===== config.mk =====
export PLATFORM = sky130hd
export DESIGN_NAME = vga_scan_timing
export DESIGN_NICKNAME = d
export VERILOG_FILES = /design/src/rtl/vga_timing_pkg.sv /design/src/rtl/scroll_offset_acc.sv /design/src/rtl/vga_scan_timing.sv
export SDC_FILE = /design/constraint.sdc
export NUM_CORES = 1
export LEC_CHECK = 0
export ABC_AREA = 0
export ABC_CLOCK_PERIOD_IN_PS = 4100
export CAP_MARGIN = 20
export CORE_AREA = 5 5 77 79
export DETAILED_ROUTE_END_ITERATION = 7
export DIE_AREA = 0 0 82 84
export GPL_TIMING_DRIVEN = 0
export PLACE_DENSITY = 0.74
export SYNTH_ARGS = -nofsm -noshare
export SYNTH_HDL_FRONTEND = slang
export SYNTH_HIERARCHICAL = 1
export SYNTH_SLANG_ARGS = --single-unit

===== constraint.sdc =====
create_clock -name clk -period 4.1 [get_ports clk]
set_input_delay 1.23 -clock clk [delete_from_list [all_inputs] [get_ports clk]]
set_output_delay 1.23 -clock clk [all_outputs]
set_load 0.02 [all_outputs]

===== src/rtl/vga_timing_pkg.sv =====
// Shared 640x480@60 raster geometry, sync polarity and coordinate type for the VGA scan stage.
// The scroll-reverse feature elsewhere is enabled by the VGA_SCROLL_REVERSE_EN macro.
package vga_timing_pkg;

   localparam int H_DISPLAY = 640;
   localparam int H_FRONT   = 16;
   localparam int H_SYNC    = 96;
   localparam int H_BACK    = 48;
   localparam int H_TOTAL   = 800;

   localparam int V_DISPLAY = 480;
   localparam int V_FRONT   = 10;
   localparam int V_SYNC    = 2;
   localparam int V_BACK    = 33;
   localparam int V_TOTAL   = 525;

   localparam logic SYNC_ACTIVE = 1'b0;

   typedef logic [9:0] coord_t;

endpackage


===== src/rtl/scroll_offset_acc.sv =====
// Scroll offset accumulator: synchronizes the asynchronous control pins and steps the offset
// modulo OFFSET_MOD on each enable. Decrement stepping exists only with VGA_SCROLL_REVERSE_EN.
module scroll_offset_acc
   import vga_timing_pkg::*;
#(
   parameter int OFFSET_MOD = 640,
   parameter int SPEED_W    = 3
) (
   input  logic               clk,
   input  logic               rst,
   input  logic               en,
   input  logic [SPEED_W-1:0] speed,
   input  logic               pause,
   input  logic               dir,
   output coord_t             offset
);

   localparam logic [10:0] MOD_W = 11'(OFFSET_MOD);

   logic [SPEED_W-1:0] speed_meta;
   logic [SPEED_W-1:0] speed_sync;
   logic               pause_meta;
   logic               pause_sync;
   logic [10:0]        cur;
   logic [10:0]        step;
   logic [10:0]        sum;
   logic [10:0]        next_wide;

   always_ff @(posedge clk or posedge rst) begin
      if (rst) begin
         speed_meta <= '0;
         speed_sync <= '0;
         pause_meta <= 1'b0;
         pause_sync <= 1'b0;
      end else begin
         speed_meta <= speed;
         speed_sync <= speed_meta;
         pause_meta <= pause;
         pause_sync <= pause_meta;
      end
   end

`ifdef VGA_SCROLL_REVERSE_EN
   logic dir_meta;
   logic dir_sync;

   always_ff @(posedge clk or posedge rst) begin
      if (rst) begin
         dir_meta <= 1'b0;
         dir_sync <= 1'b0;
      end else begin
         dir_meta <= dir;
         dir_sync <= dir_meta;
      end
   end
`else
   logic unused_dir;
   assign unused_dir = dir;
`endif

   // 11-bit arithmetic keeps offset+speed and offset+MOD-speed from overflowing.
   assign cur  = {1'b0, offset};
   assign step = 11'(speed_sync);
   assign sum  = cur + step;

   always_comb begin
      next_wide = (sum >= MOD_W) ? sum - MOD_W : sum;
`ifdef VGA_SCROLL_REVERSE_EN
      if (dir_sync) begin
         next_wide = (cur < step) ? cur + MOD_W - step : cur - step;
      end
`endif
   end

   always_ff @(posedge clk or posedge rst) begin
      if (rst) begin
         offset <= '0;
      end else if (en && !pause_sync) begin
         offset <= 10'(next_wide);
      end
   end

endmodule


===== src/rtl/vga_scan_timing.sv =====
// VGA raster timing generator: registered pixel counters, syncs, display enable, vblank tick
// and a per-frame scroll offset. Optional reverse scrolling via VGA_SCROLL_REVERSE_EN.
module vga_scan_timing
   import vga_timing_pkg::*;
#(
   parameter int OFFSET_MOD = 640,
   parameter int SPEED_W    = 3,
   parameter int H_ACTIVE   = H_DISPLAY,
   parameter int H_FP       = H_FRONT,
   parameter int H_SW       = H_SYNC,
   parameter int H_BP       = H_BACK,
   parameter int V_ACTIVE   = V_DISPLAY,
   parameter int V_FP       = V_FRONT,
   parameter int V_SW       = V_SYNC,
   parameter int V_BP       = V_BACK
) (
   input  logic               clk,
   input  logic               rst,
   input  logic [SPEED_W-1:0] speed,
   input  logic               pause,
   input  logic               dir,
   output coord_t             pix_x,
   output coord_t             pix_y,
   output logic               hsync,
   output logic               vsync,
   output logic               display_on,
   output coord_t             x_offset,
   output logic               frame_tick
);

   localparam coord_t H_LAST   = coord_t'(H_ACTIVE + H_FP + H_SW + H_BP - 1);
   localparam coord_t V_LAST   = coord_t'(V_ACTIVE + V_FP + V_SW + V_BP - 1);
   localparam coord_t H_VIS    = coord_t'(H_ACTIVE);
   localparam coord_t V_VIS    = coord_t'(V_ACTIVE);
   localparam coord_t HS_BEGIN = coord_t'(H_ACTIVE + H_FP);
   localparam coord_t HS_END   = coord_t'(H_ACTIVE + H_FP + H_SW);
   localparam coord_t VS_BEGIN = coord_t'(V_ACTIVE + V_FP);
   localparam coord_t VS_END   = coord_t'(V_ACTIVE + V_FP + V_SW);

   coord_t x_next;
   coord_t y_next;
   logic   vblank_start;

   always_comb begin
      x_next = (pix_x == H_LAST) ? '0 : pix_x + 10'd1;
      y_next = pix_y;
      if (pix_x == H_LAST) begin
         y_next = (pix_y == V_LAST) ? '0 : pix_y + 10'd1;
      end
   end

   assign vblank_start = (x_next == '0) && (y_next == V_VIS);

   // Decoding from the next counter values keeps every output aligned with pix_x/pix_y.
   always_ff @(posedge clk or posedge rst) begin
      if (rst) begin
         pix_x      <= H_LAST;
         pix_y      <= V_LAST;
         hsync      <= ~SYNC_ACTIVE;
         vsync      <= ~SYNC_ACTIVE;
         display_on <= 1'b0;
         frame_tick <= 1'b0;
      end else begin
         pix_x      <= x_next;
         pix_y      <= y_next;
         hsync      <= (x_next >= HS_BEGIN && x_next < HS_END) ? SYNC_ACTIVE : ~SYNC_ACTIVE;
         vsync      <= (y_next >= VS_BEGIN && y_next < VS_END) ? SYNC_ACTIVE : ~SYNC_ACTIVE;
         display_on <= (x_next < H_VIS) && (y_next < V_VIS);
         frame_tick <= vblank_start;
      end
   end

   scroll_offset_acc #(
      .OFFSET_MOD (OFFSET_MOD),
      .SPEED_W    (SPEED_W)
   ) u_scroll (
      .clk    (clk),
      .rst    (rst),
      .en     (vblank_start),
      .speed  (speed),
      .pause  (pause),
      .dir    (dir),
      .offset (x_offset)
   );

endmodule

== Word-level counts from Yosys, hierarchy flattened ==
Index checks and enable logic that the tools add are counted.

* $add $sub $neg: 4
* Muxes and demuxes: 6
* $lt $le $gt $ge: 7
* Equal/unequal tests: 3
* Reduce and logical (&&, ||, !) cells: 7

{| class="wikitable"
|+ Operator list
! kind !! count
|-
| two-way mux 10 bit || 4
|-
| adder 10 x 1 -> 10 bit (second input constant) || 2
|-
| == test 10 bit (second input constant) || 2
|-
| less-than comparator 10 bit (second input constant) || 2
|-
| less-than comparator 10 x 9 -> 1 bit (second input constant) || 2
|-
| adder 10 x 3 -> 11 bit || 1
|-
| greater-or-equal comparator 11 x 10 -> 1 bit (second input constant) || 1
|-
| == test 10 x 9 -> 1 bit (second input constant) || 1
|-
| greater-or-equal comparator 10 bit (second input constant) || 1
|-
| greater-or-equal comparator 10 x 9 -> 1 bit (second input constant) || 1
|-
| logical NOT 10 bit || 1
|-
| subtractor 10 bit (second input constant) || 1
|-
| logical AND 1 bit || 5
|-
| two-way mux 1 bit || 2
|-
| logical NOT 1 bit || 1
|}

* Input bits: 7
* Logic and storage cells: 38
* Bits in registers: 42

== Logic depth before layout (Yosys ltp) ==
Gate-level depths: netlist (run 1).

* Depth after elaboration: 6
* Gate-level depth with buffers: 14
* Gate-level depth less buffers: 14

== By module ==
Netlist (run 1), hierarchy kept.

{| class="wikitable"
|+ By module, submodules not included
! module !! seq. area each (µm²) !! area each (µm²) !! times used !! cells each
|-
| vga_scan_timing || 615.6 || 1425.1 || 1 || 142
|-
| scroll_offset_acc || 450.4 || 1077.3 || 1 || 112
|}

== Worst setup path before layout (run 1) ==
No wires, ideal clock.

* Kind: register -> register
* From: register pix_y[0]
* To: register u_scroll.offset[8]
* Arrival: 3070 ps
* Library setup time: 118 ps
* Stages on the path, launching flop included: 13
* Path slack: 912 ps
* Path buffers: 1
* Period minus slack after synthesis: 3188 ps
* Data required time: 3982 ps
* Cells stage by stage: dfrtp_1 > inv_1 > ha_1 > or4b_4 > nor4_4 > o21ai_1 > a2111o_1 > nor4_2 > o2111a_1 > nand2b_1 > clkbuf_1 > a22o_1 > a21o_1

* Word-level cells in the longest chain between the ends: 6
* Elaborated cells on any way between the ends: 7
* Those cells by class: add/sub: 1; eq/ne: 2; mux: 2; reduce/logical: 2

{| class="wikitable"
|+ RTL lines
! what !! RTL line !! text
|-
| start: declaration || vga_scan_timing.sv:23 || <nowiki>output coord_t pix_y,</nowiki>
|-
| start signal: assignment || vga_scan_timing.sv:65 || <nowiki>pix_y <= y_next;</nowiki>
|-
| adder 10 x 1 -> 10 bit / == test 10 bit (equally long branches) || vga_scan_timing.sv:48 || <nowiki>y_next = (pix_y == V_LAST) ? '0 : pix_y + 10'd1;</nowiki>
|-
| two-way mux 10 bit || vga_scan_timing.sv:48 ||
|-
| two-way mux 10 bit (*) || vga_scan_timing.sv:47 || <nowiki>if (pix_x == H_LAST) begin</nowiki>
|-
| == test 10 x 9 -> 1 bit (*) || vga_scan_timing.sv:52 || <nowiki>assign vblank_start = (x_next == '0) && (y_next == V_VIS);</nowiki>
|-
| logical AND 1 bit (*) || vga_scan_timing.sv:52 ||
|-
| net vblank_start || vga_scan_timing.sv:42 || <nowiki>logic vblank_start;</nowiki>
|-
| logical AND 1 bit (*) || scroll_offset_acc.sv:78 || <nowiki>end else if (en && !pause_sync) begin</nowiki>
|-
| end signal: assignment || scroll_offset_acc.sv:79 || <nowiki>offset <= 10'(next_wide);</nowiki>
|-
| end: declaration || scroll_offset_acc.sv:15 || <nowiki>output coord_t offset</nowiki>
|}

The timed path passes the listed nets; every way through them passes the cells marked *.
A chain may end at the register's enable or synchronous reset.

== Worst setup path after layout (run 1) ==
Same ends and word-level chain as after synthesis.

==> flow_metrics.env, run 1 <==
export IMPL_fmax_mhz=287
export IMPL_cts_tree="yes"
export IMPL_synthArstFlopShare_pct=100
export IMPL_finalWirelength_um=5500
export IMPL_vias=2070
export IMPL_setup_slack_ns=0.621
export IMPL_root_buffer="clkbuf_8"
export IMPL_num_rows=27
export IMPL_cts_sinks=42
export IMPL_final_cell_mix="clkdlybuf4s50_1, nand2_1, dfrtp_1"
export IMPL_synth_seq_area_share_pct=42.6
export IMPL_rsz0062_at_grt="no"
export IMPL_synthesis_nets=269
export IMPL_clk_insertion_delay_late_ns=0.30
export IMPL_drive_above_1_share_pct=15.6
export IMPL_pre_cts_ws_ns=0.616
export IMPL_layout_cells_non_filler=373
export IMPL_required_ns=4.30
export IMPL_hold_path_class="flip-flop to flip-flop"
export IMPL_hold_violations=0
export IMPL_viasPerCell=5.55
export IMPL_ys_warn_count=6
export IMPL_vdd_drop_max_v=0.000226
export IMPL_io_pins=41
export IMPL_finalSetupViolations=0
export IMPL_period_share_pct=84.8
export IMPL_relSlewSlack_pct=40.3
export IMPL_drc_errors=0
export IMPL_initial_utilization_pct=47.5
export IMPL_grt_use_total_pct=16.9
export IMPL_antenna_left=0
export IMPL_cts_buffers=5
export IMPL_grt_max_degree=25
export IMPL_fp_dieW_um=82
export IMPL_syn_area_um2=2500
export IMPL_rr_worst_depth=12
export IMPL_cp_max_fo=10
export IMPL_clk_pin_slew_worst_paths_ns=0.09
export IMPL_place_gp_congestion=0.896
export IMPL_antenna_found_initial=0
export IMPL_synth_cells=254
export IMPL_dr_pass1_iters=5
export IMPL_hold_depth=0
export IMPL_status="finished, final reports clean"
export IMPL_drv_slew=0
export IMPL_synth_avg_cell_area_um2=9.85
export IMPL_die_h_um=84
export IMPL_grt_ovfl_total=0
export IMPL_port_buffers=39
export IMPL_htree_levels=2
export IMPL_cts_buffer_depth=2
export IMPL_cts_hold_buf=0
export IMPL_core_area_um2=5270
export IMPL_n_antenna_cell=0
export IMPL_timing_hold_ws_ns=0.354
export IMPL_fin_util_pct=58.3
export IMPL_wire_per_inst_um=14.7
export IMPL_arrival_ns=3.68
export IMPL_worstMarginPinSlew_ns=0.894
export IMPL_drv_cap=0
export IMPL_postCtsSetupBuffers=0
export IMPL_fin_nets=315
export IMPL_design_area_um2=3070
export IMPL_mostFrequentLayoutCell="clkdlybuf4s50_1"
export IMPL_cts_resized=0
export IMPL_die_area_um2=6890
export IMPL_synth_edf_count=0
export IMPL_drt_iter0_markers=197
export IMPL_syn_to_final_growth_pct=22.8
export IMPL_critPathKind="flip-flop to flip-flop"
export IMPL_ys_seq_elements=42
export IMPL_grt_pass1_wl_um=9220
export IMPL_fin_crit_ns=3.48
export IMPL_synth_flop_cell="dfrtp_1"
export IMPL_start_kind="flip-flop"
export IMPL_power_density_nw_per_um2=232
export IMPL_worstSetupEndpointType="flip-flop"
export IMPL_leakage_nw=1.26
export IMPL_dp_hpwl_um=3990
export IMPL_post_place_cells=365
export IMPL_grt_pass1_vias=1971
export IMPL_placed_area_um2=2980
export IMPL_skew_ns=0.0112
export IMPL_tns_ns=0
export IMPL_finalPower_mw=0.714
export IMPL_synth_distinct_cells=68
## cell usage after synthesis (all sizes together), types with 3 or more instances
cell type	count	area (µm²)
dfrtp	30	751
nand2	30	113
nor2	16	60.1
nand3	13	65.1
xnor2	13	114
dfstp	12	315
o21ai	11	55.1
buf	9	61.3
inv	9	33.8
nand4	9	77.6
xor2	9	78.8
a21oi	8	40.0
nor3	8	51.3
ha	7	87.6
nor4	5	58.8
or3	5	36.3
a21o	4	31.3
and3	4	25.0
a211oi	3	22.5
and4	3	28.8
clkbuf	3	21.3
nand2b	3	18.8
or4	3	26.3
## sequential cells by signal (all words and copies together) (netlist names)
name                 count
hsync                    1
frame_tick               1
vsync                    1
display_on               1
u_scroll/speed_sync      3
u_scroll/speed_meta      3
u_scroll/offset         10
pix_y                   10
pix_x                   10
u_scroll/pause_meta      1
u_scroll/pause_sync      1
## logic make-up (layout without fill, tap and decap cells)
logic type	count (synthesis)	count (layout)	share of synthesized area (%)
XOR/XNOR	22	22	7.70
adder cells (fa/ha/maj)	8	8	4.30
flip-flops	42	42	42.6
AO/OA/AOI/OAI	47	47	13.3
buffers and inverters	23	70	5.25
multiplexers	2	2	0.800
AND/OR/NAND/NOR	110	110	26.1
## power breakdown
| part | switching (mW) | leakage, nW | total, mW | internal (mW) |
|---|---|---|---|---|
| clock network | 0.155 | 0.0441 | 0.275 | 0.120 |
| logic | 0.0125 | 0.698 | 0.0196 | 0.00711 |
| registers | 0.00139 | 0.515 | 0.420 | 0.418 |
## critical path, stage by stage, from the launching register on
cell and delay (ns):
dfrtp_1 0.44, inv_1 0.15, ha_1 0.17, or4b_4 0.49
nor4_4 0.27, o21ai_1 0.12, a2111o_1 0.43, nor4_2 0.24
o2111a_1 0.27, nand2b_1 0.10, clkbuf_1 0.27, a22o_1 0.30
a21o_1 0.14
## cell type report
class / count / area, µm²
fill: 491 / 2200
sequential: 42 / 1070
timing repair buffer: 39 / 390
tap: 72 / 90.1
buffer: 13 / 93.8
multi-input combinational: 189 / 1310
clock buffer: 5 / 68.8
clock inverter: 3 / 21.3
inverter: 10 / 37.5
## final timing paths
check / start / endpoint / slack [ns]
min reg2reg: u_scroll/speed_meta[1]$_DFF_PP0_ / u_scroll/speed_sync[1]$_DFF_PP0_ / 0.35
max reg2reg: pix_y[0]$_DFF_PP0_ / u_scroll/offset[8]$_DFFE_PP0P_ / 0.62
min in group asynchronous: rst / u_scroll/pause_sync$_DFF_PP0_ / 1.38
max: pix_y[0]$_DFF_PP0_ / u_scroll/offset[8]$_DFFE_PP0P_ / 0.62
max in group asynchronous: rst / pix_y[0]$_DFF_PP0_ / 2.09
min: u_scroll/speed_meta[1]$_DFF_PP0_ / u_scroll/speed_sync[1]$_DFF_PP0_ / 0.35
## metal layers
metal  part of all wire, %  track usage (%)  vias up
met5                     0                0        -
met4                   1.3             6.19        0
met3                   4.5             2.92        7
met2                    46             25.3       56
met1                    48             24.3      997
li1                      -                -     1010
Note: power is estimated with default switching activity, not from simulation.
==> run 2: changes to the inputs <==
--- a/config.mk
+++ b/config.mk
@@ -6,7 +6,7 @@
 export NUM_CORES = 1
 export LEC_CHECK = 0
 export ABC_AREA = 0
-export ABC_CLOCK_PERIOD_IN_PS = 4100
+export ABC_CLOCK_PERIOD_IN_PS = 3600
 export CAP_MARGIN = 20
 export CORE_AREA = 5 5 77 79
 export DETAILED_ROUTE_END_ITERATION = 7
==> constraint.sdc (replaced) <==
create_clock -name clk -period 3.6 [get_ports clk]
set_input_delay 1.08 -clock clk [delete_from_list [all_inputs] [get_ports clk]]
set_output_delay 1.08 -clock clk [all_outputs]
set_load 0.02 [all_outputs]
==> flow_metrics.env, run 2 (synthesis results as in run 1) <==
export IMPL_status="finished, final reports clean"
export IMPL_clkPwrFrac_pct=38.3
export IMPL_skew_ns=0.0114
export IMPL_grt_max_degree=25
export IMPL_initial_utilization_pct=47.5
export IMPL_start_kind="flip-flop"
export IMPL_clk_insertion_delay_late_ns=0.30
export IMPL_htree_levels=2
export IMPL_io_pins=41
export IMPL_drc_errors=0
export IMPL_dp_hpwl_um=3990
export IMPL_antenna_found_initial=0
export IMPL_root_buffer="clkbuf_8"
export IMPL_swShare_pct=23.5
export IMPL_die_h_um=84
export IMPL_n_antenna_cell=0
export IMPL_grt_pass1_wl_um=9220
export IMPL_fmax_mhz=299
export IMPL_setup_slack_ns=0.252
export IMPL_cp_max_fo=10
export IMPL_fillCellCount=491
export IMPL_path_cells="inv_1 > ha_1 > or4b_4 > nor4_4 > o21ai_1 > a2111o_1 > nor4_2 > o2111a_1 > nand2b_1 > buf_2 > a22o_1 > a21o_1"
export IMPL_hold_depth=0
export IMPL_leakage_nw=1.26
export IMPL_rr_startpoint="pix_y[0]$_DFF_PP0_"
export IMPL_drt_iter0_markers=193
export IMPL_period_share_pct=93.0
export IMPL_wire_per_inst_um=14.7
export IMPL_vdd_drop_max_v=0.000257
export IMPL_relSlewSlack_pct=40.8
export IMPL_fp_dieW_um=82
export IMPL_power_density_nw_per_um2=263
export IMPL_cts_tree="yes"
export IMPL_rsz0062_at_grt="no"
export IMPL_grt_ovfl_total=0
export IMPL_fin_nets=316
export IMPL_clk_pin_slew_worst_paths_ns=0.09
export IMPL_min_from="u_scroll/speed_meta[1]$_DFF_PP0_"
export IMPL_cts_buffers=5
export IMPL_cts_buffer_depth=2
export IMPL_grt_pass1_vias=1971
export IMPL_mostFrequentLayoutCell="clkdlybuf4s50_1"
export IMPL_rr_worst_depth=12
export IMPL_top_regs="pix_x (10), pix_y (10), u_scroll/offset (10)"
export IMPL_place_gp_congestion=0.896
export IMPL_intPower_mw=0.621
export IMPL_viasPerCell=5.53
export IMPL_cts_sinks=42
export IMPL_drv_slew=0
export IMPL_hold_violations=0
export IMPL_drive_above_1_share_pct=16.9
export IMPL_finalWirelength_um=5500
export IMPL_cp_buffers_inverters=2
export IMPL_core_area_um2=5270
export IMPL_worstSetupEndpointType="flip-flop"
export IMPL_path_delay_family="compound AO/OA/AOI/OAI gates"
export IMPL_arrival_ns=3.55
export IMPL_die_area_um2=6890
export IMPL_power_switching_mw=0.191
export IMPL_seqPwrFrac_pct=58.9
export IMPL_num_rows=27
export IMPL_required_ns=3.80
export IMPL_cpPeakStageDelay_ns=0.49
export IMPL_pre_cts_ws_ns=0.116
export IMPL_drv_cap=0
export IMPL_antenna_left=0
export IMPL_tns_ns=0
export IMPL_p_comb_share_pct=2.7
export IMPL_critPathKind="flip-flop to flip-flop"
export IMPL_port_buffers=39
export IMPL_hold_path_class="flip-flop to flip-flop"
export IMPL_finalSetupViolations=0
export IMPL_grt_use_total_pct=16.9
export IMPL_cp_num_cells=12
export IMPL_vias=2067
export IMPL_crit_path_top_delay_cell="or4b_4"
export IMPL_syn_to_final_growth_pct=23.4
export IMPL_worstMarginPinSlew_ns=0.887
export IMPL_dr_pass1_iters=4
export IMPL_crit_start="pix_y[0]$_DFF_PP0_"
export IMPL_fin_crit_ns=3.35
export IMPL_final_cell_mix="clkdlybuf4s50_1, nand2_1, dfrtp_1"
==> run 2: power by group through the flow <==
stage	registers (mW)	clock network, mW	logic [mW]
floorplan	0.487	0	0.0133
global placement	0.487	0	0.0225
detailed placement	0.487	0	0.0231
CTS	0.478	0.325	0.0231
global route	0.479	0.344	0.0259
finish	0.478	0.311	0.0223
==> run 2: path summary, 6_finish.rpt <==
path                                                     to  slack [ns]
min in group asynchronous     u_scroll/pause_sync$_DFF_PP0_        1.23
min                        u_scroll/speed_sync[1]$_DFF_PP0_        0.35
max                          u_scroll/offset[8]$_DFFE_PP0P_        0.25
min reg2reg                u_scroll/speed_sync[1]$_DFF_PP0_        0.35
max reg2reg                  u_scroll/offset[8]$_DFFE_PP0P_        0.25
max in group asynchronous                pix_y[0]$_DFF_PP0_        1.75
==> run 2: area by class of cell <==
| class | instances | area [µm²] | area share (%) |
|---|---|---|---|
| multi-input combinational | 189 | 1310 | 42.5 |
| sequential | 42 | 1070 | 34.5 |
| timing repair buffer | 40 | 398 | 12.9 |
| buffer | 13 | 95.1 | 3.08 |
| tap | 72 | 90.1 | 2.92 |
| clock buffer | 5 | 68.8 | 2.23 |
| inverter | 10 | 37.5 | 1.22 |
| clock inverter | 3 | 21.3 | 0.689 |
==> run 2: worst reg2reg max path, delay by kind of cell, from the launching register on <==
family                   cells  cell delay [ns]
buffers and inverters        2             0.36
adder cells (fa/ha/maj)      1             0.17
AND/OR/NAND/NOR              4             1.10
flip-flops                   1             0.44
AO/OA/AOI/OAI                5             1.20
==> run 2: routing by layer <==
layer / up-vias / track usage, % / wire, µm
met5: - / 0 / 0
met3: 5 / 2.92 / 255
met1: 996 / 24.3 / 2660
met2: 54 / 25.3 / 2520
met4: 0 / 6.19 / 65
li1: 1012 / - / -
==> run 2: timing repair <==
item / in CTS / in global routing
resized for setup: 0 / 5
endpoints found under the hold margin: 0 / 0
hold buffers: 0 / 0
setup buffers: 0 / 1
setup endpoints to repair: 0 / 6
==> run 2: stage by stage <==
| step | cell area [µm²] | power, mW | hold slack [ns] | instances | util [%] |
|---|---|---|---|---|---|
| floorplan | 2500 | 0.500 | 0.331 | 254 | - |
| global placement | 2980 | 0.509 | 0.333 | 365 | 56.6 |
| detailed placement | 2980 | 0.510 | 0.336 | 365 | 56.6 |
| CTS | 3070 | 0.826 | 0.357 | 373 | 58.3 |
| global route | 3090 | 0.848 | 0.363 | 374 | 58.6 |
| finish | 3090 | 0.812 | 0.354 | 374 | 58.6 |
==> run 3: changes to the inputs <==
--- a/config.mk
+++ b/config.mk
@@ -6,11 +6,11 @@
 export NUM_CORES = 1
 export LEC_CHECK = 0
 export ABC_AREA = 0
-export ABC_CLOCK_PERIOD_IN_PS = 3600
+export ABC_CLOCK_PERIOD_IN_PS = 3050
 export CAP_MARGIN = 20
-export CORE_AREA = 5 5 77 79
+export CORE_AREA = 5 5 79 81
 export DETAILED_ROUTE_END_ITERATION = 7
-export DIE_AREA = 0 0 82 84
+export DIE_AREA = 0 0 84 86
 export GPL_TIMING_DRIVEN = 0
 export PLACE_DENSITY = 0.74
 export SYNTH_ARGS = -nofsm -noshare
==> constraint.sdc (replaced) <==
create_clock -name clk -period 3.05 [get_ports clk]
set_input_delay 0.915 -clock clk [delete_from_list [all_inputs] [get_ports clk]]
set_output_delay 0.915 -clock clk [all_outputs]
set_load 0.02 [all_outputs]
==> flow_metrics.env, run 3 (synthesis results as in run 1) <==
export IMPL_status="complete, but fails checks"
export IMPL_violations="negative setup slack"
export IMPL_rsz0062_at_grt="yes"
export IMPL_finalPower_mw=1.03
export IMPL_drc_errors=0
export IMPL_finalSetupViolations=8
export IMPL_port_buffers=39
export IMPL_cts_buffers=5
export IMPL_final_cell_mix="clkdlybuf4s50_1, nand2_1, dfrtp_1"
export IMPL_placed_area_um2=2990
export IMPL_period_share_pct=104
export IMPL_setup_slack_ns=-0.135
export IMPL_clk_insertion_delay_late_ns=0.30
export IMPL_intPower_mw=0.816
export IMPL_wire_per_inst_um=15.5
export IMPL_io_pins=41
export IMPL_grt_max_degree=25
export IMPL_swShare_pct=20.9
export IMPL_vias=2196
export IMPL_drv_slew=0
export IMPL_die_h_um=86
export IMPL_worstSetupEndpointType="flip-flop"
export IMPL_fin_nets=328
export IMPL_htree_levels=2
export IMPL_antenna_left=0
export IMPL_hold_violations=0
export IMPL_grt_use_total_pct=16.9
export IMPL_dr_pass1_iters=5
export IMPL_fin_util_pct=60.7
export IMPL_p_comb_share_pct=2.6
export IMPL_skew_ns=0.0104
export IMPL_grt_ovfl_total=0
export IMPL_drt_iter0_markers=223
export IMPL_hold_depth=0
export IMPL_cp_max_fo=6
export IMPL_tns_ns=-0.486
export IMPL_arrival_ns=3.37
export IMPL_viasPerCell=5.69
export IMPL_root_buffer="clkbuf_8"
export IMPL_cts_sinks=42
export IMPL_leakage_nw=1.35
export IMPL_pre_cts_ws_ns=-0.283
export IMPL_seqPwrFrac_pct=54.7
export IMPL_hold_path_class="flip-flop to flip-flop"
export IMPL_post_place_cells=365
export IMPL_drive_above_1_share_pct=23.6
export IMPL_initial_utilization_pct=46.3
export IMPL_critPathKind="flip-flop to flip-flop"
export IMPL_power_density_nw_per_um2=315
export IMPL_worstMarginPinSlew_ns=0.923
export IMPL_clkPwrFrac_pct=42.7
export IMPL_grt_pass1_wl_um=9900
export IMPL_antenna_found_initial=0
export IMPL_rr_worst_depth=12
export IMPL_fmax_mhz=314
export IMPL_place_gp_congestion=0.908
export IMPL_top_regs="pix_x (10), pix_y (10), u_scroll/offset (10)"
export IMPL_syn_to_final_growth_pct=31.2
export IMPL_finalWirelength_um=5960
export IMPL_dp_hpwl_um=4040
export IMPL_mostFrequentLayoutCell="clkdlybuf4s50_1"
export IMPL_drv_cap=0
export IMPL_core_area_um2=5410
export IMPL_required_ns=3.23
export IMPL_vdd_drop_max_v=0.000325
export IMPL_power_switching_mw=0.216
export IMPL_fillCellCount=465
export IMPL_start_kind="flip-flop"
export IMPL_timing_hold_ws_ns=0.353
export IMPL_fp_dieW_um=84
export IMPL_clk_pin_slew_worst_paths_ns=0.09
export IMPL_die_area_um2=7220
export IMPL_fin_crit_ns=3.19
export IMPL_design_area_um2=3280
export IMPL_cts_tree="yes"
export IMPL_layout_cells_non_filler=386
export IMPL_cts_buffer_depth=2
export IMPL_n_antenna_cell=0
export IMPL_relSlewSlack_pct=38.4
export IMPL_grt_pass1_vias=2063
export IMPL_num_rows=27
-- run 3: worst max-delay path, cell delays in order (launching register included) --
cell and delay [ns]:
dfrtp_2 0.43, inv_2 0.08, ha_4 0.11, or4b_4 0.46, or4_4 0.51, o21a_1 0.14
o32a_4 0.20, nor4_4 0.24, o2111a_1 0.25, nand2b_1 0.11, clkbuf_8 0.18, a22o_1 0.21
a21o_1 0.15
-- run 3: timing repair --
item                       4_1_cts  5_1_grt
buffers inserted                11        3
gates resized for setup         13        6
gates cloned                     0        0
hold buffers                     0        0
pin swaps                        6        3
setup endpoints to repair       10       10
-- run 3: worst paths after layout --
kind	start	endpoint	slack, ns
max in group asynchronous	rst	pix_y[1]$_DFF_PP0_	1.28
setup / recovery	pix_y[1]$_DFF_PP0_	u_scroll/offset[8]$_DFFE_PP0P_	-0.14
hold / removal	u_scroll/speed_meta[2]$_DFF_PP0_	u_scroll/speed_sync[2]$_DFF_PP0_	0.35
min in group asynchronous	rst	u_scroll/offset[0]$_DFFE_PP0P_	1.07
hold reg to reg	u_scroll/speed_meta[2]$_DFF_PP0_	u_scroll/speed_sync[2]$_DFF_PP0_	0.35
setup reg to reg	pix_y[1]$_DFF_PP0_	u_scroll/offset[8]$_DFFE_PP0P_	-0.14
-- run 3: power groups by stage --
stage	Clock, mW	Sequential (mW)	Combinational (mW)
floorplan	0	0.574	0.0157
global placement	0	0.575	0.0267
detailed placement	0	0.575	0.0278
CTS	0.462	0.565	0.0278
global route	0.479	0.565	0.0311
finish	0.441	0.565	0.0267
-- run 3: routing by layer --
| layer | global-route usage (%) | vias up | part of all wire (%) |
|---|---|---|---|
| met1 | 21.5 | 1048 | 44 |
| met3 | 3.55 | 12 | 6.1 |
| li1 | - | 1042 | - |
| met5 | 0 | - | 0 |
| met2 | 28.1 | 94 | 48 |
| met4 | 6.73 | 0 | 1.8 |
-- run 3: area by class of cell --
cell class / count / area (µm²) / share of cell area [%]
Clock inverter: 2 / 37.5 / 1.14
Clock buffer: 6 / 72.6 / 2.21
Buffer: 12 / 100 / 3.05
Timing Repair Buffer: 53 / 503 / 15.3
Tap cell: 72 / 90.1 / 2.74
Multi-Input combinational cell: 189 / 1370 / 41.8
Sequential cell: 42 / 1070 / 32.6
Inverter: 10 / 37.5 / 1.14
==> patch 1: new RTL, config.mk and constraints of run 3 <==
`SPEED_W` is set to 3 in 2 places; all go to 5.
--- a/src/rtl/scroll_offset_acc.sv
+++ b/src/rtl/scroll_offset_acc.sv
@@ -4,7 +4,7 @@
    import vga_timing_pkg::*;
 #(
    parameter int OFFSET_MOD = 640,
-   parameter int SPEED_W    = 3
+   parameter int SPEED_W    = 5
 ) (
    input  logic               clk,
    input  logic               rst,
--- a/src/rtl/vga_scan_timing.sv
+++ b/src/rtl/vga_scan_timing.sv
@@ -4,7 +4,7 @@
    import vga_timing_pkg::*;
 #(
    parameter int OFFSET_MOD = 640,
-   parameter int SPEED_W    = 3,
+   parameter int SPEED_W    = 5,
    parameter int H_ACTIVE   = H_DISPLAY,
    parameter int H_FP       = H_FRONT,
    parameter int H_SW       = H_SYNC,
Ports: changed (resized speed); port bits go from 41 to 43. The function was not compared with the original's and may differ.
==> patch 1 against run 3 <==
Final cell count rose by 9.1%; the flow still finishes with violations (negative setup slack); setup slack improved by 130 ps; sequential cell count rose by 4; design area rose by 9.1%; maximum frequency rose by 4.1%; area after synthesis rose by 9.7%; total power rose by 8.1%; utilization rose by 5.6 points; die area did not move; global-route usage rose by 1.8 points; critical endpoint unchanged; routed wire length rose by 8.6%.
==> patch 1: results (changes against run 3) <==
status - finished with violations (unchanged)
failing checks - negative setup slack (unchanged)
Commonest cells post-synth - dfrtp_1 (34), nand2_1 (30), nor2_1 (24) (was dfrtp_1 (30), nand2_1 (30), nor2_1 (16))
Post-Synth Adder-Cell Area - 0.0483 (was 0.0430)
GPL Wtd Cong - 0.852 (was 0.908)
Area growth syn-to-layout - 30.6% (was 31.2%)
Synth Area per Inst - 9.43 um2 (was 9.85 um2)
FILL cells - 459 (was 465)
met2 wire len - 3.15 mm (was 2.85 mm)
Hold Slack - 356 ps (was 353 ps)
Signal buf overhead - 0.166 (was 0.184)
hold wc startpoint - u_scroll/speed_meta[4]$_DFF_PP0_ (was u_scroll/speed_meta[2]$_DFF_PP0_)
M1 wire length - 2.90 mm (was 2.64 mm)
power in the clock group - 457 uW (was 441 uW)
CP arrival - 3310 ps (was 3370 ps)
Synthesized Nets - 310 (was 269)
ClkCell Share - 0.0307 (was 0.0335)
post-synth cell types - 69 (was 68)
slowest stage delay, CP - 570 ps (was 510 ps)
via count - 2412 (was 2196)
Post-Place Cells - 404 (was 365)
HPWL after DPL - 4.59 mm (was 4.04 mm)
Min-Delay Endpoint - u_scroll/speed_sync[4]$_DFF_PP0_ (was u_scroll/speed_sync[2]$_DFF_PP0_)
clock sinks - 46 (was 42)
multi-input logic area - 1570 um2 (was 1370 um2)
worst-path fanout max - 4 (was 6)
Final Non-Filler Cells - 421 (was 386)
Pre-antenna DRT Iters - 4 (was 5)
Slew @ Worst Pin - 909 ps (was 923 ps)
compound-gate portion of the synthesized area - 0.174 (was 0.133)
setup_tns - -9.95 ps (was -486 ps)
met1 GRT Util - 0.233 (was 0.215)
# port buffers - 41 (was 39)
Finish-stage setup viols - 1 (was 8)
Critical-path top delay cell - dfstp_2 (was or4_4)
1st-iter DRT viols - 130 (was 223)
final wirelength - 6.48 mm (was 5.96 mm)
Switch Pwr - 238 uW (was 216 uW)
setup bufs post-CTS - 8 (was 11)
XOR/XNOR Fraction of Synth Area - 0.0511 (was 0.0770)
worst reg2reg path depth - 14 (was 12)
post-synthesis mux area share - 0.0114 (was 0.00800)
setup ws final - -9.95 ps (was -135 ps)
VDD IR-drop max - 0.214 mV (was 0.325 mV)
DP Area - 3300 um2 (was 2990 um2)
multi-input gates - 217 (was 189)
met3 wire len - 249 um (was 364 um)
largest cells by area after synthesis - dfrtp_1 (31%), dfstp_2 (11%), xnor2_1 (4.1%) (was dfrtp_1 (30%), dfstp_2 (13%), xnor2_1 (4.6%))
first-pass GRT wire length - 11.1 mm (was 9.90 mm)
Final nets - 367 (was 328)
cell leakage power - 1.40 nW (was 1.35 nW)
## patch 1: how the worst max path moves through the flow
stage | startpoint | end | slack [ps] | cells past startpoint
after floorplan | pix_x[0]$_DFF_PP1_ | u_scroll/offset[8]$_DFFE_PP0P_ | 0.5 | 12
after global placement | pix_x[0]$_DFF_PP1_ | u_scroll/offset[8]$_DFFE_PP0P_ | -230 | 13
after detailed placement | pix_x[0]$_DFF_PP1_ | u_scroll/offset[8]$_DFFE_PP0P_ | -290 | 13
after CTS | pix_x[0]$_DFF_PP1_ | u_scroll/offset[8]$_DFFE_PP0P_ | 10 | 13
after global routing | pix_x[1]$_DFF_PP1_ | u_scroll/offset[8]$_DFFE_PP0P_ | -200 | 14
final | pix_x[1]$_DFF_PP1_ | u_scroll/offset[8]$_DFFE_PP0P_ | -10 | 14
## patch 1: cells by family after synthesis
logic type      count (synthesis)
buf+inv                        29
flops                          46
compound gates                 67
mux                             3
simple gates                  120
fa+ha+maj                      10
xor+xnor                       16
==> patch 2: new RTL, flow settings as in run 3 <==
Made on the original files. The output `frame_tick` loses its register stage (`frame_tick` becomes a continuous assignment).
--- a/src/rtl/vga_scan_timing.sv
+++ b/src/rtl/vga_scan_timing.sv
@@ -59,16 +59,16 @@
          hsync      <= ~SYNC_ACTIVE;
          vsync      <= ~SYNC_ACTIVE;
          display_on <= 1'b0;
-         frame_tick <= 1'b0;
       end else begin
          pix_x      <= x_next;
          pix_y      <= y_next;
          hsync      <= (x_next >= HS_BEGIN && x_next < HS_END) ? SYNC_ACTIVE : ~SYNC_ACTIVE;
          vsync      <= (y_next >= VS_BEGIN && y_next < VS_END) ? SYNC_ACTIVE : ~SYNC_ACTIVE;
          display_on <= (x_next < H_VIS) && (y_next < V_VIS);
-         frame_tick <= vblank_start;
       end
    end
+
+   assign frame_tick = vblank_start;
 
    scroll_offset_acc #(
       .OFFSET_MOD (OFFSET_MOD),
Formal check against the unedited RTL: no difference found for any inputs over 10 cycles, from zero or initial values and one cycle with rst high; that may be too few to reach the edited logic, so the function may still have changed.
==> patch 2 against run 3 <==
Hold slack got worse by 1.2 ps; total power grew 0.89%; the run still ends with negative setup slack left; design area up 1.4%; global-route usage shrank 0.48 points; area after synthesis is 1.0% lower; synthesized cell count shrank 0.39%; first-iteration DRC count fell by 16%; critical endpoint is now frame_tick; routed wire length down 1.8%; non-clock buffer count shrank 3; sequential cell count is 1 lower; die area did not move; largest power group unchanged; setup slack got worse by 510 ps; clock power is 5.2% higher.
==> patch 2: results (changes against run 3) <==
Min-Delay Path Class - flip-flop to flip-flop (unchanged)
flop2flop setup slack - -190 ps (was -140 ps)
share of synthesized registers carrying an async set or reset - 1.00 (unchanged)
Ant. Diodes - 0 (unchanged)
Main synth FF type - dfrtp_1 (unchanged)
vias per cell - 5.57 (was 5.69)
CTS H-tree lvls - 2 (unchanged)
worst-path fanout max - 3 (was 6)
Final nets - 324 (was 328)
Min-Delay Endpoint - u_scroll/speed_sync[0]$_DFF_PP0_ (was u_scroll/speed_sync[2]$_DFF_PP0_)
post-synth cell types - 68 (unchanged)
Yosys warning count - 6 (unchanged)
R2R Path End - u_scroll/offset[8]$_DFFE_PP0P_ (unchanged)
Synthesized Nets - 268 (was 269)
sequential cell area fraction in the yosys report - 0.420 (was 0.426)
HPWL after DPL - 4.03 mm (was 4.04 mm)
1st-iter DRT viols - 188 (was 223)
CTS buffer count - 5 (unchanged)
failing checks - negative setup slack (unchanged)
pin count of the biggest net entering global routing - 24 (was 25)
Reg2Reg Launch Point - pix_y[0]$_DFF_PP0_ (was pix_y[1]$_DFF_PP0_)
number of global-route vias before repair - 2038 (was 2063)
first-pass GRT wire length - 9.67 mm (was 9.90 mm)
CP arrival - 2780 ps (was 3370 ps)
clock-pin slew on the worst setup and hold paths - 80 ps
post-synthesis mux area share - 0.00808 (was 0.00800)
cell leakage power - 1.38 nW (was 1.35 nW)
VDD IR-drop max - 0.259 mV (was 0.325 mV)
XOR/XNOR Fraction of Synth Area - 0.0778 (was 0.0770)
Pre-antenna DRT Iters - 4 (was 5)
layout cell share with drive strength beyond 1 - 0.255 (was 0.236)
DP Area - 2990 um2 (about the same)
final wirelength - 5.86 mm (was 5.96 mm)
Slew @ Worst Pin - 868 ps (was 923 ps)
FILL cells - 457 (was 465)
Commonest cells post-synth - nand2_1 (30), dfrtp_1 (29), nor2_1 (16) (was dfrtp_1 (30), nand2_1 (30), nor2_1 (16))
Post-Synth Adder-Cell Area - 0.0434 (was 0.0430)
setup_tns - -1620 ps (was -486 ps)
clk_skew - 11.3 ps (was 10.4 ps)
max_cap viols - 0 (unchanged)
setup ws final - -642 ps (was -135 ps)
hold wc startpoint - u_scroll/speed_meta[0]$_DFF_PP0_ (was u_scroll/speed_meta[2]$_DFF_PP0_)
largest cells by area after synthesis - dfrtp_1 (29%), dfstp_2 (13%), xnor2_1 (4.6%) (was dfrtp_1 (30%), dfstp_2 (13%), xnor2_1 (4.6%))
GPL Wtd Cong - 0.855 (was 0.908)
# port buffers - 39 (unchanged)
Finish-stage setup viols - 11 (was 8)
worst reg2reg path depth - 14 (was 12)
Worst-Skew Late Latency - 300 ps (about the same)
antenna violations before repair - 0 (unchanged)
compound-gate portion of the synthesized area - 0.134 (was 0.133)
status - finished with violations (unchanged)
gr usage total - 0.164 (was 0.169)
==> patch 2: final cells by class <==
class | instances | share of cell area
Clock buffer | 6 | 0.0248
Timing Repair Buffer | 50 | 0.150
Sequential cell | 41 | 0.314
Tap cell | 72 | 0.0271
Multi-Input combinational cell | 189 | 0.432
Buffer | 12 | 0.0305
Clock inverter | 2 | 0.0113
Inverter | 10 | 0.0113
==> patch 2: stage by stage <==
stage,instances,setup WS [ps],util,hold slack (ps)
after CTS,383,-739,0.604,353
after floorplan,253,-250,-,331
final,382,-642,0.616,352
after detailed placement,364,-938,0.552,335
after global routing,382,-711,0.616,356
after global placement,364,-907,0.552,332
==> patch 2: repair_timing <==
| item | CTS | global route |
|---|---|---|
| gates cloned | 0 | 0 |
| gates resized for setup | 20 | 13 |
| pin swaps | 14 | 7 |
| endpoints found under the setup margin | 10 | 11 |
| setup buffers | 11 | 0 |
==> patch 2: worst max path at each step <==
stage | startpoint | end | slack [ps]
finish | pix_y[0]$_DFF_PP0_ | frame_tick | -640
global route | pix_y[0]$_DFF_PP0_ | frame_tick | -710
detailed placement | pix_x[0]$_DFF_PP1_ | frame_tick | -940
CTS | pix_y[0]$_DFF_PP0_ | frame_tick | -740
floorplan | pix_y[0]$_DFF_PP0_ | frame_tick | -250
global placement | pix_x[0]$_DFF_PP1_ | frame_tick | -910
==> patch 2: where the power goes <==
part	switching (mW)	internal, mW
clock network	0.197	0.266
logic	0.0167	0.0100
registers	0.00227	0.549
==> patch 2: routing by layer <==
layer / share of wire / vias up / GRT usage / routed length, um
li1: - / 1024 / - / -
met2: 0.48 / 64 / 0.267 / 2810
met5: 0 / - / 0 / 0
met4: 0.014 / 0 / 0.0482 / 80
met3: 0.060 / 9 / 0.0413 / 350
met1: 0.45 / 1031 / 0.216 / 2620
==> patch 2: critical path, cell delays in order, from the launching register on <==
cell and delay [ps]:
dfrtp_2 420, inv_2 80, ha_4 120, or4b_4 490, or4_4 510, o21a_1 130
o32a_4 200, nor4_4 140, o2111a_2 260, buf_6 120
==> patch 2: cells by family after synthesis <==
kind of cell	count (synthesis)
AO/OA/AOI/OAI	47
XOR/XNOR	22
adder cells (fa/ha/maj)	8
buffers and inverters	23
flip-flops	41
multiplexers	2
AND/OR/NAND/NOR	110
